==> src/rtl/hdc_deadlock_scheduler_if.sv <==
// -----------------------------------------------------------------------------
// hdc_deadlock_scheduler_if
// Report port between the deadlock scheduler and the bench deadlock reporter.
//
// Signals:
//   rpt_valid   report available (scheduler -> reporter)
//   rpt_ready   reporter accepts report (reporter -> scheduler)
//   rpt_ch_idx  index of the stalled channel being reported
//   rpt_mask    snapshot of all stalled channels at grant time
//   rpt_stamp   cycle counter captured at grant (only with DEADLOCK_CYCLE_STAMP_EN)
//
// Modports: master (scheduler side), slave (reporter side).
// Optional feature macro: DEADLOCK_CYCLE_STAMP_EN
// -----------------------------------------------------------------------------
interface hdc_deadlock_scheduler_if #(
   parameter int NUM_CH = 4,
   parameter int CH_W   = 2
`ifdef DEADLOCK_CYCLE_STAMP_EN
   ,
   parameter int CNT_W  = 16
`endif
);
   logic              rpt_valid;
   logic              rpt_ready;
   logic [CH_W-1:0]   rpt_ch_idx;
   logic [NUM_CH-1:0] rpt_mask;
`ifdef DEADLOCK_CYCLE_STAMP_EN
   logic [CNT_W-1:0]  rpt_stamp;

   modport master (output rpt_valid, rpt_ch_idx, rpt_mask, rpt_stamp, input rpt_ready);
   modport slave  (input rpt_valid, rpt_ch_idx, rpt_mask, rpt_stamp, output rpt_ready);
`else
   modport master (output rpt_valid, rpt_ch_idx, rpt_mask, input rpt_ready);
   modport slave  (input rpt_valid, rpt_ch_idx, rpt_mask, output rpt_ready);
`endif
endinterface

==> src/rtl/hdc_deadlock_scheduler.sv <==
// -----------------------------------------------------------------------------
// hdc_deadlock_scheduler
// Watchdog and report scheduler for the hdc co-simulation deadlock monitors.
// Each channel is qualified as stalled after TIMEOUT consecutive blocked (and
// not idle) cycles; stalled channels are granted round-robin and reported once
// each on the rpt port. A sticky deadlock flag records any accepted report.
//
// Ports:
//   clock            system clock, rising edge
//   reset            synchronous, active-low reset
//   enable           1 = scheduler active; 0 = back to IDLE after current report
//   clear            one-cycle pulse: clears deadlock flag and reported mask
//   axis_block_sigs  per-channel AXIS blocked flag
//   inst_idle_sigs   per-channel instance-idle flag (idle masks block)
//   rpt              report port (hdc_deadlock_scheduler_if.master)
//   deadlock         sticky: at least one report accepted since reset/clear
//   stalled          live per-channel stalled vector
//
// Optional feature macro: DEADLOCK_CYCLE_STAMP_EN (adds rpt.rpt_stamp)
// -----------------------------------------------------------------------------
module hdc_deadlock_scheduler #(
   parameter int NUM_CH  = 4,
   parameter int CH_W    = 2,
   parameter int TIMEOUT = 1024,
   parameter int CNT_W   = 16
) (
   input  logic                    clock,
   input  logic                    reset,
   input  logic                    enable,
   input  logic                    clear,
   input  logic [NUM_CH-1:0]       axis_block_sigs,
   input  logic [NUM_CH-1:0]       inst_idle_sigs,
   hdc_deadlock_scheduler_if.master rpt,
   output logic                    deadlock,
   output logic [NUM_CH-1:0]       stalled
);

   typedef enum logic [1:0] {
      ST_IDLE   = 2'd0,
      ST_SCAN   = 2'd1,
      ST_REPORT = 2'd2
   } state_e;

   state_e            state_q, state_d;
   logic [CNT_W-1:0]  cnt_q [NUM_CH];
   logic [CNT_W-1:0]  cnt_d [NUM_CH];
   logic [CH_W-1:0]   last_q, last_d;
   logic [CH_W-1:0]   idx_q, idx_d;
   logic [NUM_CH-1:0] mask_q, mask_d;
   logic [NUM_CH-1:0] reported_q, reported_d;
   logic              deadlock_q, deadlock_d;
   logic [NUM_CH-1:0] eligible;
   logic [NUM_CH-1:0] rot;
   logic [CH_W-1:0]   grant_idx;
   logic              found;
   logic              accept;
`ifdef DEADLOCK_CYCLE_STAMP_EN
   logic [CNT_W-1:0]  cyc_q;
   logic [CNT_W-1:0]  stamp_q, stamp_d;
`endif

   // Stalled is decoded from the registered counters only, so it never sees
   // the current-cycle block inputs.
   always_comb begin
      stalled = '0;
      for (int i = 0; i < NUM_CH; i++) begin
         stalled[i] = (cnt_q[i] >= CNT_W'(TIMEOUT));
      end
   end

   assign eligible = stalled & ~reported_q;
   assign accept   = (state_q == ST_REPORT) && rpt.rpt_ready;

   // NOTE: every always_comb output gets a default before any branch, so no
   // path leaves a variable unassigned and no latch is inferred.
   always_comb begin
      state_d    = state_q;
      last_d     = last_q;
      idx_d      = idx_q;
      mask_d     = mask_q;
      reported_d = reported_q;
      deadlock_d = deadlock_q;
      found      = 1'b0;
      grant_idx  = '0;
      rot        = '0;
`ifdef DEADLOCK_CYCLE_STAMP_EN
      stamp_d    = stamp_q;
`endif

      // Persistence counters: count while blocked and not idle, saturate,
      // and restart from zero as soon as the condition lapses.
      for (int i = 0; i < NUM_CH; i++) begin
         cnt_d[i] = '0;
         if (axis_block_sigs[i] && !inst_idle_sigs[i]) begin
            cnt_d[i] = (&cnt_q[i]) ? cnt_q[i] : cnt_q[i] + CNT_W'(1);
         end
      end

      // Round-robin search starting just after the last granted channel.
      for (int k = 1; k <= NUM_CH; k++) begin
         rot = eligible >> ((int'(last_q) + k) % NUM_CH);
         if (!found && rot[0]) begin
            found     = 1'b1;
            grant_idx = CH_W'((int'(last_q) + k) % NUM_CH);
         end
      end

      // A channel whose counter is back at zero is no longer stalled, so its
      // reported bit is dropped even on the accepting edge; otherwise the
      // accept set beats a simultaneous clear pulse.
      for (int i = 0; i < NUM_CH; i++) begin
         if (cnt_q[i] == '0) begin
            reported_d[i] = 1'b0;
         end else if (accept && (idx_q == CH_W'(i))) begin
            reported_d[i] = 1'b1;
         end else if (clear) begin
            reported_d[i] = 1'b0;
         end
      end

      // A pending report always completes and sets the flag; clear only
      // drops the flag when no report is outstanding.
      if (accept) begin
         deadlock_d = 1'b1;
      end else if (clear && (state_q != ST_REPORT)) begin
         deadlock_d = 1'b0;
      end

      case (state_q)
         ST_IDLE: begin
            if (enable) state_d = ST_SCAN;
         end
         ST_SCAN: begin
            if (!enable) begin
               state_d = ST_IDLE;
            end else if (found) begin
               idx_d   = grant_idx;
               mask_d  = stalled;
               last_d  = grant_idx;
               state_d = ST_REPORT;
`ifdef DEADLOCK_CYCLE_STAMP_EN
               stamp_d = cyc_q;
`endif
            end
         end
         ST_REPORT: begin
            // Held until the handshake: enable and channel changes are ignored.
            if (rpt.rpt_ready) state_d = ST_SCAN;
         end
         default: state_d = ST_IDLE;
      endcase
   end

   always_ff @(posedge clock) begin
      if (!reset) begin
         state_q    <= ST_IDLE;
         last_q     <= CH_W'(NUM_CH - 1);
         idx_q      <= '0;
         mask_q     <= '0;
         reported_q <= '0;
         deadlock_q <= 1'b0;
         // NOTE: the counter array is a handful of flops, not a RAM, and the
         // stall timing depends on it starting at zero, so it is reset.
         for (int i = 0; i < NUM_CH; i++) begin
            cnt_q[i] <= '0;
         end
`ifdef DEADLOCK_CYCLE_STAMP_EN
         cyc_q      <= '0;
         stamp_q    <= '0;
`endif
      end else begin
         state_q    <= state_d;
         last_q     <= last_d;
         idx_q      <= idx_d;
         mask_q     <= mask_d;
         reported_q <= reported_d;
         deadlock_q <= deadlock_d;
         for (int i = 0; i < NUM_CH; i++) begin
            cnt_q[i] <= cnt_d[i];
         end
`ifdef DEADLOCK_CYCLE_STAMP_EN
         cyc_q      <= cyc_q + CNT_W'(1);
         stamp_q    <= stamp_d;
`endif
      end
   end

   assign rpt.rpt_valid  = (state_q == ST_REPORT);
   assign rpt.rpt_ch_idx = idx_q;
   assign rpt.rpt_mask   = mask_q;
`ifdef DEADLOCK_CYCLE_STAMP_EN
   assign rpt.rpt_stamp  = stamp_q;
`endif
   assign deadlock       = deadlock_q;

endmodule

==> src/flat_wrapper.sv <==
// flat-port wrapper written by rule: the top's interface ports become plain ports
module hdc_deadlock_scheduler_flat 
#(
   parameter int NUM_CH  = 4,
   parameter int CH_W    = 2,
   parameter int TIMEOUT = 1024,
   parameter int CNT_W   = 16
)
  (clock, reset, enable, clear, axis_block_sigs, inst_idle_sigs, deadlock, stalled, rpt_rpt_valid, rpt_rpt_ch_idx, rpt_rpt_mask, rpt_rpt_ready);
  hdc_deadlock_scheduler_if #(.NUM_CH(NUM_CH), .CH_W(CH_W)) rpt_i ();
  input  logic clock;
  input  logic reset;
  input  logic enable;
  input  logic clear;
  input  logic [NUM_CH-1:0] axis_block_sigs;
  input  logic [NUM_CH-1:0] inst_idle_sigs;
  output logic deadlock;
  output logic [NUM_CH-1:0] stalled;
  output wire logic [$bits(rpt_i.rpt_valid)-1:0] rpt_rpt_valid;
  output wire logic [$bits(rpt_i.rpt_ch_idx)-1:0] rpt_rpt_ch_idx;
  output wire logic [$bits(rpt_i.rpt_mask)-1:0] rpt_rpt_mask;
  input wire logic [$bits(rpt_i.rpt_ready)-1:0] rpt_rpt_ready;
  assign rpt_rpt_valid = rpt_i.rpt_valid;
  assign rpt_rpt_ch_idx = rpt_i.rpt_ch_idx;
  assign rpt_rpt_mask = rpt_i.rpt_mask;
  assign rpt_i.rpt_ready = rpt_rpt_ready;
  hdc_deadlock_scheduler #(.NUM_CH(NUM_CH), .CH_W(CH_W), .TIMEOUT(TIMEOUT), .CNT_W(CNT_W)) u_core (.clock(clock), .reset(reset), .enable(enable), .clear(clear), .axis_block_sigs(axis_block_sigs), .inst_idle_sigs(inst_idle_sigs), .rpt(rpt_i), .deadlock(deadlock), .stalled(stalled));
endmodule
==> config.mk <==
export PLATFORM = sky130hd
export DESIGN_NAME = hdc_deadlock_scheduler_flat
export DESIGN_NICKNAME = d
export VERILOG_FILES = /design/src/rtl/hdc_deadlock_scheduler_if.sv /design/src/rtl/hdc_deadlock_scheduler.sv /design/src/flat_wrapper.sv
export SDC_FILE = /design/constraint.sdc
export NUM_CORES = 1
export LEC_CHECK = 0
export BUFFER_PORTS_ARGS = -buffer_cell sky130_fd_sc_hd__clkbuf_2
export CAP_MARGIN = 0
export CORE_MARGIN = 5
export CORE_UTILIZATION = 55
export CTS_CLUSTER_DIAMETER = 30
export DETAILED_ROUTE_END_ITERATION = 7
export PLACE_DENSITY = 0.76
export REMOVE_ABC_BUFFERS = 1
export SLEW_MARGIN = 30
export SYNTH_ARGS = -nofsm -noshare
export SYNTH_HDL_FRONTEND = slang
export SYNTH_SLANG_ARGS = --single-unit
export TNS_END_PERCENT = 5
==> constraint.sdc <==
create_clock -name clock -period 1.83 [get_ports clock]
set_clock_uncertainty 0.05 [all_clocks]
set_input_delay 0.183 -clock clock [delete_from_list [all_inputs] [get_ports clock]]
set_output_delay 0.183 -clock clock [all_outputs]
set_load 0.005 [all_outputs]
==> results.sh, run 1 <==
export IMPL_status="complete, but fails checks"
export IMPL_violations="setup timing"
export IMPL_hold_end="u_core.deadlock$_SDFFE_PN0P_"
export IMPL_critPathLaunchType="flop"
export IMPL_port_buffers=24
export IMPL_muxShareOfSynthArea=0.01008
export IMPL_cts_clk_slew_worst_paths_ps=80
export IMPL_hold_path_class="in -> reg"
export IMPL_drtIter0Drc=142
export IMPL_via_count=3730
export IMPL_timing_final_ws_setup_ps=-108.2
export IMPL_leakage_uw=0.001686
export IMPL_cap_violations=0
export IMPL_hold_path_depth=3
export IMPL_postLayoutCoreUtil=0.6678
export IMPL_end_kind="output port"
export IMPL_fp_row_count=31
export IMPL_drc=0
export IMPL_cts_tree="built"
export IMPL_r2r_cells=5
export IMPL_crit_path_cell_trace="or4_4 > buf_6 > nor2_4 > buf_6 > inv_2 > buf_6"
export IMPL_num_io_pins=25
export IMPL_ys_types=58
export IMPL_cts_root_buf="clkbuf_8"
export IMPL_nNetsFinal=565
export IMPL_period_minus_slack_ps=1938
export IMPL_async_flop_share=0
export IMPL_grt_pass1_wl_um=15570
export IMPL_final_common_cell="dfxtp_1"
export IMPL_clk_latency_ps=340
export IMPL_drive_above_1_share=0.1843
export IMPL_syn_cell_area_um2=3973
export IMPL_numCtsBuffers=9
export IMPL_synth_xor_area_share=0.07276
export IMPL_die_area_um2=9022
export IMPL_critPathRequiredTime_ps=1600
export IMPL_core_area_um2=7137
export IMPL_cpPeakStageDelay_ps=550
export IMPL_die_h_um=94.99
export IMPL_crit_top_cell="buf_6"
export IMPL_totalWireLength_um=9128
export IMPL_track_usage=0.2151
export IMPL_drtPass1Iterations=4
export IMPL_grt_max_degree=16
export IMPL_holdBufCountCts=0
export IMPL_postSynthAreaPerCell_um2=8.191
export IMPL_fmax_mhz=515.9
export IMPL_cp_slowest_cell="or4_4"
export IMPL_synth_edff_count=0
export IMPL_dpl_hpwl_um=6617
export IMPL_slew_headroom=0.5756
export IMPL_r2r_end="u_core.rpt.rpt_mask[2]$_SDFFE_PN0P_"
export IMPL_cp_arrival_ps=1710
export IMPL_ctsHtreeMaxLevel=3
export IMPL_synth_seq_cells=79
export IMPL_initial_core_util=0.5566
export IMPL_area_growth_pct=19.97
export IMPL_synth_cells=485
export IMPL_finalSetupViolCount=8
export IMPL_numClockSinks=79
export IMPL_grt_pass1_vias=3506
export IMPL_synth_compound_area_frac=0.1597
export IMPL_synth_simple_area_share=0.3017
export IMPL_gp_congestion=0.8298
export IMPL_yosysSeqAreaShare=0.3981
export IMPL_synthAdderAreaFrac=0.02520
export IMPL_reg2reg_slack_ps=-70
export IMPL_antenna_found_initial=0
export IMPL_most_common_layout_cells="dfxtp_1, nor2_1, buf_4"
export IMPL_power_density_nw_per_um2=689.6
export IMPL_rsz0062_at_grt="true"
export IMPL_cts_buffer_depth=2
export IMPL_finalHoldViolations=0
export IMPL_wire_per_inst_um=14.11
export IMPL_synth_top_family_by_area="simple AND/OR/NAND/NOR gates"
export IMPL_maxSlewViolCount=0
export IMPL_dp_cells=631
export IMPL_crit_fanout=3
export IMPL_tightest_slew_ps=633.6
export IMPL_overflow=0
export IMPL_fin_crit_sh=1.059
export IMPL_n_antenna_cell=0
export IMPL_crit_type="reg -> out"
export IMPL_vias_per_cell=5.765
export IMPL_die_x_um=94.99
export IMPL_final_cell_count_no_fill=647
export IMPL_yosysWarnings=0
export IMPL_fillers=609
export IMPL_holdCritStartpoint="rpt_rpt_ready"
export IMPL_ant_nets=0
export IMPL_synth_main_ff_cell="dfxtp_1"
export IMPL_ir_drop_v=0.0004232
export IMPL_reg2reg_from="u_core.cnt_q[0][31]$_SDFFE_PN0N_"
power breakdown:
group | switching (µW) | total [µW] | internal, µW
clock network | 604 | 1470 | 871
logic | 50.0 | 83.2 | 33.2
registers | 5.29 | 1730 | 1720
total | 660 | 3290 | 2630
per-layer routing:
layer / vias to the layer above / GRT usage / share of wire
li1: 1885 / - / -
met1: 1751 / 0.2719 / 0.46
met2: 79 / 0.3647 / 0.48
met3: 15 / 0.03586 / 0.042
met4: 0 / 0.08413 / 0.015
met5: - / 0 / 0
cells in the mapped netlist (3+ instances only):
| cell type | number | share of area |
|---|---|---|
| dfxtp_1 | 79 | 0.40 |
| nor2_1 | 70 | 0.066 |
| nand2_1 | 36 | 0.034 |
| xnor2_1 | 30 | 0.066 |
| nand3_1 | 29 | 0.037 |
| a21oi_1 | 28 | 0.035 |
| nor3_1 | 24 | 0.030 |
| inv_1 | 18 | 0.017 |
| clkbuf_1 | 14 | 0.013 |
| nor4_1 | 13 | 0.020 |
| a31oi_1 | 12 | 0.019 |
| o21ai_0 | 10 | 0.013 |
| a211oi_1 | 9 | 0.017 |
| and3_1 | 9 | 0.014 |
| nand4_1 | 9 | 0.014 |
| ha_1 | 8 | 0.025 |
| and2_1 | 7 | 0.011 |
| and4_1 | 7 | 0.015 |
| nand3b_1 | 5 | 0.0094 |
| mux2i_1 | 4 | 0.010 |
| nand4b_1 | 4 | 0.0088 |
| o31ai_1 | 4 | 0.0076 |
| a22oi_1 | 3 | 0.0057 |
| nor3_2 | 3 | 0.0076 |
| nor3b_1 | 3 | 0.0057 |
| o211ai_1 | 3 | 0.0057 |
| o21a_1 | 3 | 0.0057 |
| xor2_1 | 3 | 0.0066 |
critical path, delay by kind of cell (launching register included):
family        cells  cell delay, ps
simple gates      2             660
buf+inv           4             380
flops             1             330
kinds of logic after synthesis:
group / count (synthesis)
multiplexers: 4
flip-flops: 79
AND/OR/NAND/NOR: 234
buffers and inverters: 34
adder cells (fa/ha/maj): 8
AO/OA/AOI/OAI: 93
XOR/XNOR: 33
flip-flops by register name, summed over array words and instances, names as in the netlist:
register	count
u_core.deadlock	1
u_core.rpt.rpt_mask	4
u_core.last_q	2
u_core.state_q	2
u_core.cnt_q	64
u_core.reported_q	4
u_core.rpt.rpt_ch_idx	2
final cells by class:
type / instances / area [µm²] / area share
clock buffers: 12 / 165.2 / 0.03465
clock inverters: 3 / 65.06 / 0.01365
inverters: 18 / 67.56 / 0.01418
multi-input cells: 372 / 2327 / 0.4883
flip-flops and latches: 79 / 1583 / 0.3321
well taps: 99 / 123.9 / 0.02599
repair buffers: 64 / 434.2 / 0.09110
stage by stage:
stage               worst slack [ps]  TNS (ps)  cell area, µm²  hold WS, ps  power [µW]
finish                        -108.2    -488.8            4766        54.03        3287
global placement              -89.64    -369.8            4454        406.1        1848
global route                  -173.4     -1272            4766        75.02        3394
CTS                           -97.40    -502.9            4702        47.23        3305
detailed placement            -121.3    -560.1            4454        416.0        1851
floorplan                     -624.7     -7664            3911        221.9        1810
repair_timing:
action,CTS,global route
setup buffers,0,1
pin swaps,7,3
gates resized for setup,4,15
setup endpoints to repair,10,21
how the worst max path moves through the flow:
stage / cells past startpoint / slack, ps / from / to
6_report: 6 / -110 / u_core.cnt_q[0][31]$_SDFFE_PN0N_ / stalled[1]
5_1_grt: 6 / -170 / u_core.cnt_q[0][31]$_SDFFE_PN0N_ / stalled[1]
4_1_cts: 6 / -100 / u_core.cnt_q[0][28]$_SDFFE_PN0N_ / stalled[1]
3_5_place_dp: 4 / -120 / u_core.cnt_q[0][31]$_SDFFE_PN0N_ / u_core.rpt.rpt_mask[1]$_SDFFE_PN0P_
3_3_place_gp: 4 / -90 / u_core.cnt_q[0][31]$_SDFFE_PN0N_ / u_core.rpt.rpt_mask[1]$_SDFFE_PN0P_
2_1_floorplan: 6 / -620 / u_core.cnt_q[0][33]$_SDFFE_PN0N_ / u_core.cnt_q[0][42]$_SDFFE_PN0N_
Note: power is estimated with default switching activity, not from simulation.
==> run 2, diff against run 1 <==
--- a/config.mk
+++ b/config.mk
@@ -13,6 +13,7 @@
 export DETAILED_ROUTE_END_ITERATION = 7
 export PLACE_DENSITY = 0.76
 export REMOVE_ABC_BUFFERS = 1
+export SETUP_SLACK_MARGIN = 0.05
 export SLEW_MARGIN = 30
 export SYNTH_ARGS = -nofsm -noshare
 export SYNTH_HDL_FRONTEND = slang
==> run 2 against run 1 <==
The flow still finishes with violations (setup timing). Highest routed layer unchanged. Routed wire length barely moved. Design area increased by 0.74%. Sequential power is essentially flat. Flip-flop and latch count unchanged. Non-clock buffer count stayed put.
==> results.sh, run 2 (same netlist as run 1, synthesis figures left out) <==
export IMPL_status="complete, but fails checks"
export IMPL_violations="setup timing"
export IMPL_internal_power_uw=2627
export IMPL_leakage_uw=0.001688
export IMPL_most_common_layout_cells="dfxtp_1, nor2_1, buf_4"
export IMPL_top_layer="met4"
export IMPL_grt_pass1_wl_um=15570
export IMPL_wl_met2_um=4404
export IMPL_ant_nets=0
export IMPL_grt_pass1_vias=3506
export IMPL_period_minus_slack_ps=1939
export IMPL_slew_headroom=0.5701
export IMPL_wl_met3_um=417
export IMPL_clk_latency_ps=340
export IMPL_drc=0
export IMPL_dp_slack_ps=-121.3
export IMPL_totalWireLength_um=9127
export IMPL_port_buffers=24
export IMPL_power_density_nw_per_um2=684.6
export IMPL_track_usage=0.2151
export IMPL_wire_per_inst_um=14.11
export IMPL_end_kind="output port"
export IMPL_cp_slowest_cell="or4_4"
export IMPL_dpl_hpwl_um=6617
export IMPL_crit_path_cell_trace="or4_4 > buf_6 > nor2_4 > buf_6 > inv_2 > buf_6"
export IMPL_cts_tree="built"
export IMPL_crit_top_cell="buf_6"
export IMPL_nNetsFinal=565
export IMPL_overflow=0
export IMPL_setup_worst_path_start="u_core.cnt_q[0][31]$_SDFFE_PN0N_"
export IMPL_n_antenna_cell=0
export IMPL_numCtsBuffers=9
export IMPL_finalHoldViolations=0
export IMPL_seqPwrFrac=0.526
export IMPL_tightest_slew_ps=641.8
export IMPL_drtPass1Iterations=4
export IMPL_cts_root_buf="clkbuf_8"
export IMPL_pwr_share_comb=0.025
export IMPL_critical_path_top_delay_family="simple AND/OR/NAND/NOR gates"
export IMPL_whs_ps=54.35
export IMPL_grt_max_degree=16
export IMPL_final_cell_count_no_fill=647
export IMPL_rsz0062_at_grt="true"
export IMPL_p_sw_uw=659.6
export IMPL_power_uw=3287
export IMPL_die_area_um2=9022
export IMPL_pwr_share_clk=0.449
export IMPL_power_share_switching=0.2007
export IMPL_die_h_um=94.99
export IMPL_gp_congestion=0.8298
export IMPL_die_x_um=94.99
export IMPL_crit_type="reg -> out"
export IMPL_critPathRequiredTime_ps=1600
export IMPL_fp_row_count=31
export IMPL_vias_per_cell=5.816
export IMPL_num_io_pins=25
export IMPL_cts_clk_slew_worst_paths_ps=80
export IMPL_core_area_um2=7137
export IMPL_cap_violations=0
export IMPL_cp_arrival_ps=1710
export IMPL_drt_met1_wl_um=4175
export IMPL_antenna_found_initial=0
export IMPL_cpPeakStageDelay_ps=550
export IMPL_fin_crit_sh=1.059
export IMPL_finalSetupViolCount=8
export IMPL_initial_core_util=0.5566
export IMPL_holdBufCountCts=0
export IMPL_via_count=3763
export IMPL_holdCritStartpoint="rpt_rpt_ready"
export IMPL_numClockSinks=79
export IMPL_final_common_cell="dfxtp_1"
export IMPL_area_growth_pct=20.85
export IMPL_drive_above_1_share=0.2026
export IMPL_dp_cells=631
export IMPL_largest_reg_flops=64
export IMPL_reg2reg_from="u_core.cnt_q[0][31]$_SDFFE_PN0N_"
export IMPL_cts_buffer_depth=2
export IMPL_critPathBufInv=4
export IMPL_ctsHtreeMaxLevel=3
export IMPL_maxSlewViolCount=0
export IMPL_crit_fanout=3
export IMPL_ir_drop_v=0.0004352
export IMPL_timing_final_ws_setup_ps=-108.8
export IMPL_hold_path_class="in -> reg"
export IMPL_drtIter0Drc=222
export IMPL_fmax_mhz=515.8
export IMPL_critPathLaunchType="flop"
export IMPL_top_register="u_core.cnt_q"
-- run 2: cell type report --
cell class | count | area, µm²
Inverter | 18 | 67.56
Timing Repair Buffer | 64 | 434.2
Tap cell | 99 | 123.9
Fill cell | 600 | 2336
Multi-Input combinational cell | 372 | 2357
Sequential cell | 79 | 1588
Clock inverter | 3 | 65.06
Clock buffer | 12 | 165.2
-- run 2: power by group through the flow --
stage / registers, µW / logic (µW) / clock network (µW)
after floorplan: 1770 / 42.1 / 0
after global placement: 1770 / 79.5 / 0
after detailed placement: 1770 / 82.4 / 0
after CTS: 1730 / 82.7 / 1490
after global routing: 1730 / 93.1 / 1570
final: 1730 / 83.5 / 1470
-- run 2: worst min-delay path: stages --
cell and delay (ps):
clkbuf_2 90, nand2_1 70, a21oi_1 60
-- run 2: metrics by stage --
step	TNS [ps]	area (µm²)	utilization
after floorplan	-7664	3911	-
after CTS	-502.9	4702	0.6588
final	-511.6	4801	0.6727
after global placement	-369.8	4454	0.6241
after global routing	-1235	4801	0.6727
after detailed placement	-560.1	4454	0.6241
-- run 2: what timing repair did --
action | 4_1_cts | 5_1_grt
endpoints found under the setup margin | 14 | 41
gates cloned | 0 | 0
resized for setup | 4 | 26
buffers inserted | 0 | 1
pin swaps | 7 | 6
-- run 2: path summary, 6_finish.rpt --
path / end / slack (ps) / depth (start not counted)
max: stalled[1] / -110 / 6
min: u_core.deadlock$_SDFFE_PN0P_ / 50 / 3
max reg2reg: u_core.rpt.rpt_mask[2]$_SDFFE_PN0P_ / -80 / 5
min reg2reg: u_core.deadlock$_SDFFE_PN0P_ / 440 / 2
-- run 2: routing by layer --
metal / up-vias / global-route usage
met5: - / 0
met1: 1777 / 0.2719
li1: 1878 / -
met3: 15 / 0.03586
met4: 0 / 0.08413
met2: 93 / 0.3647
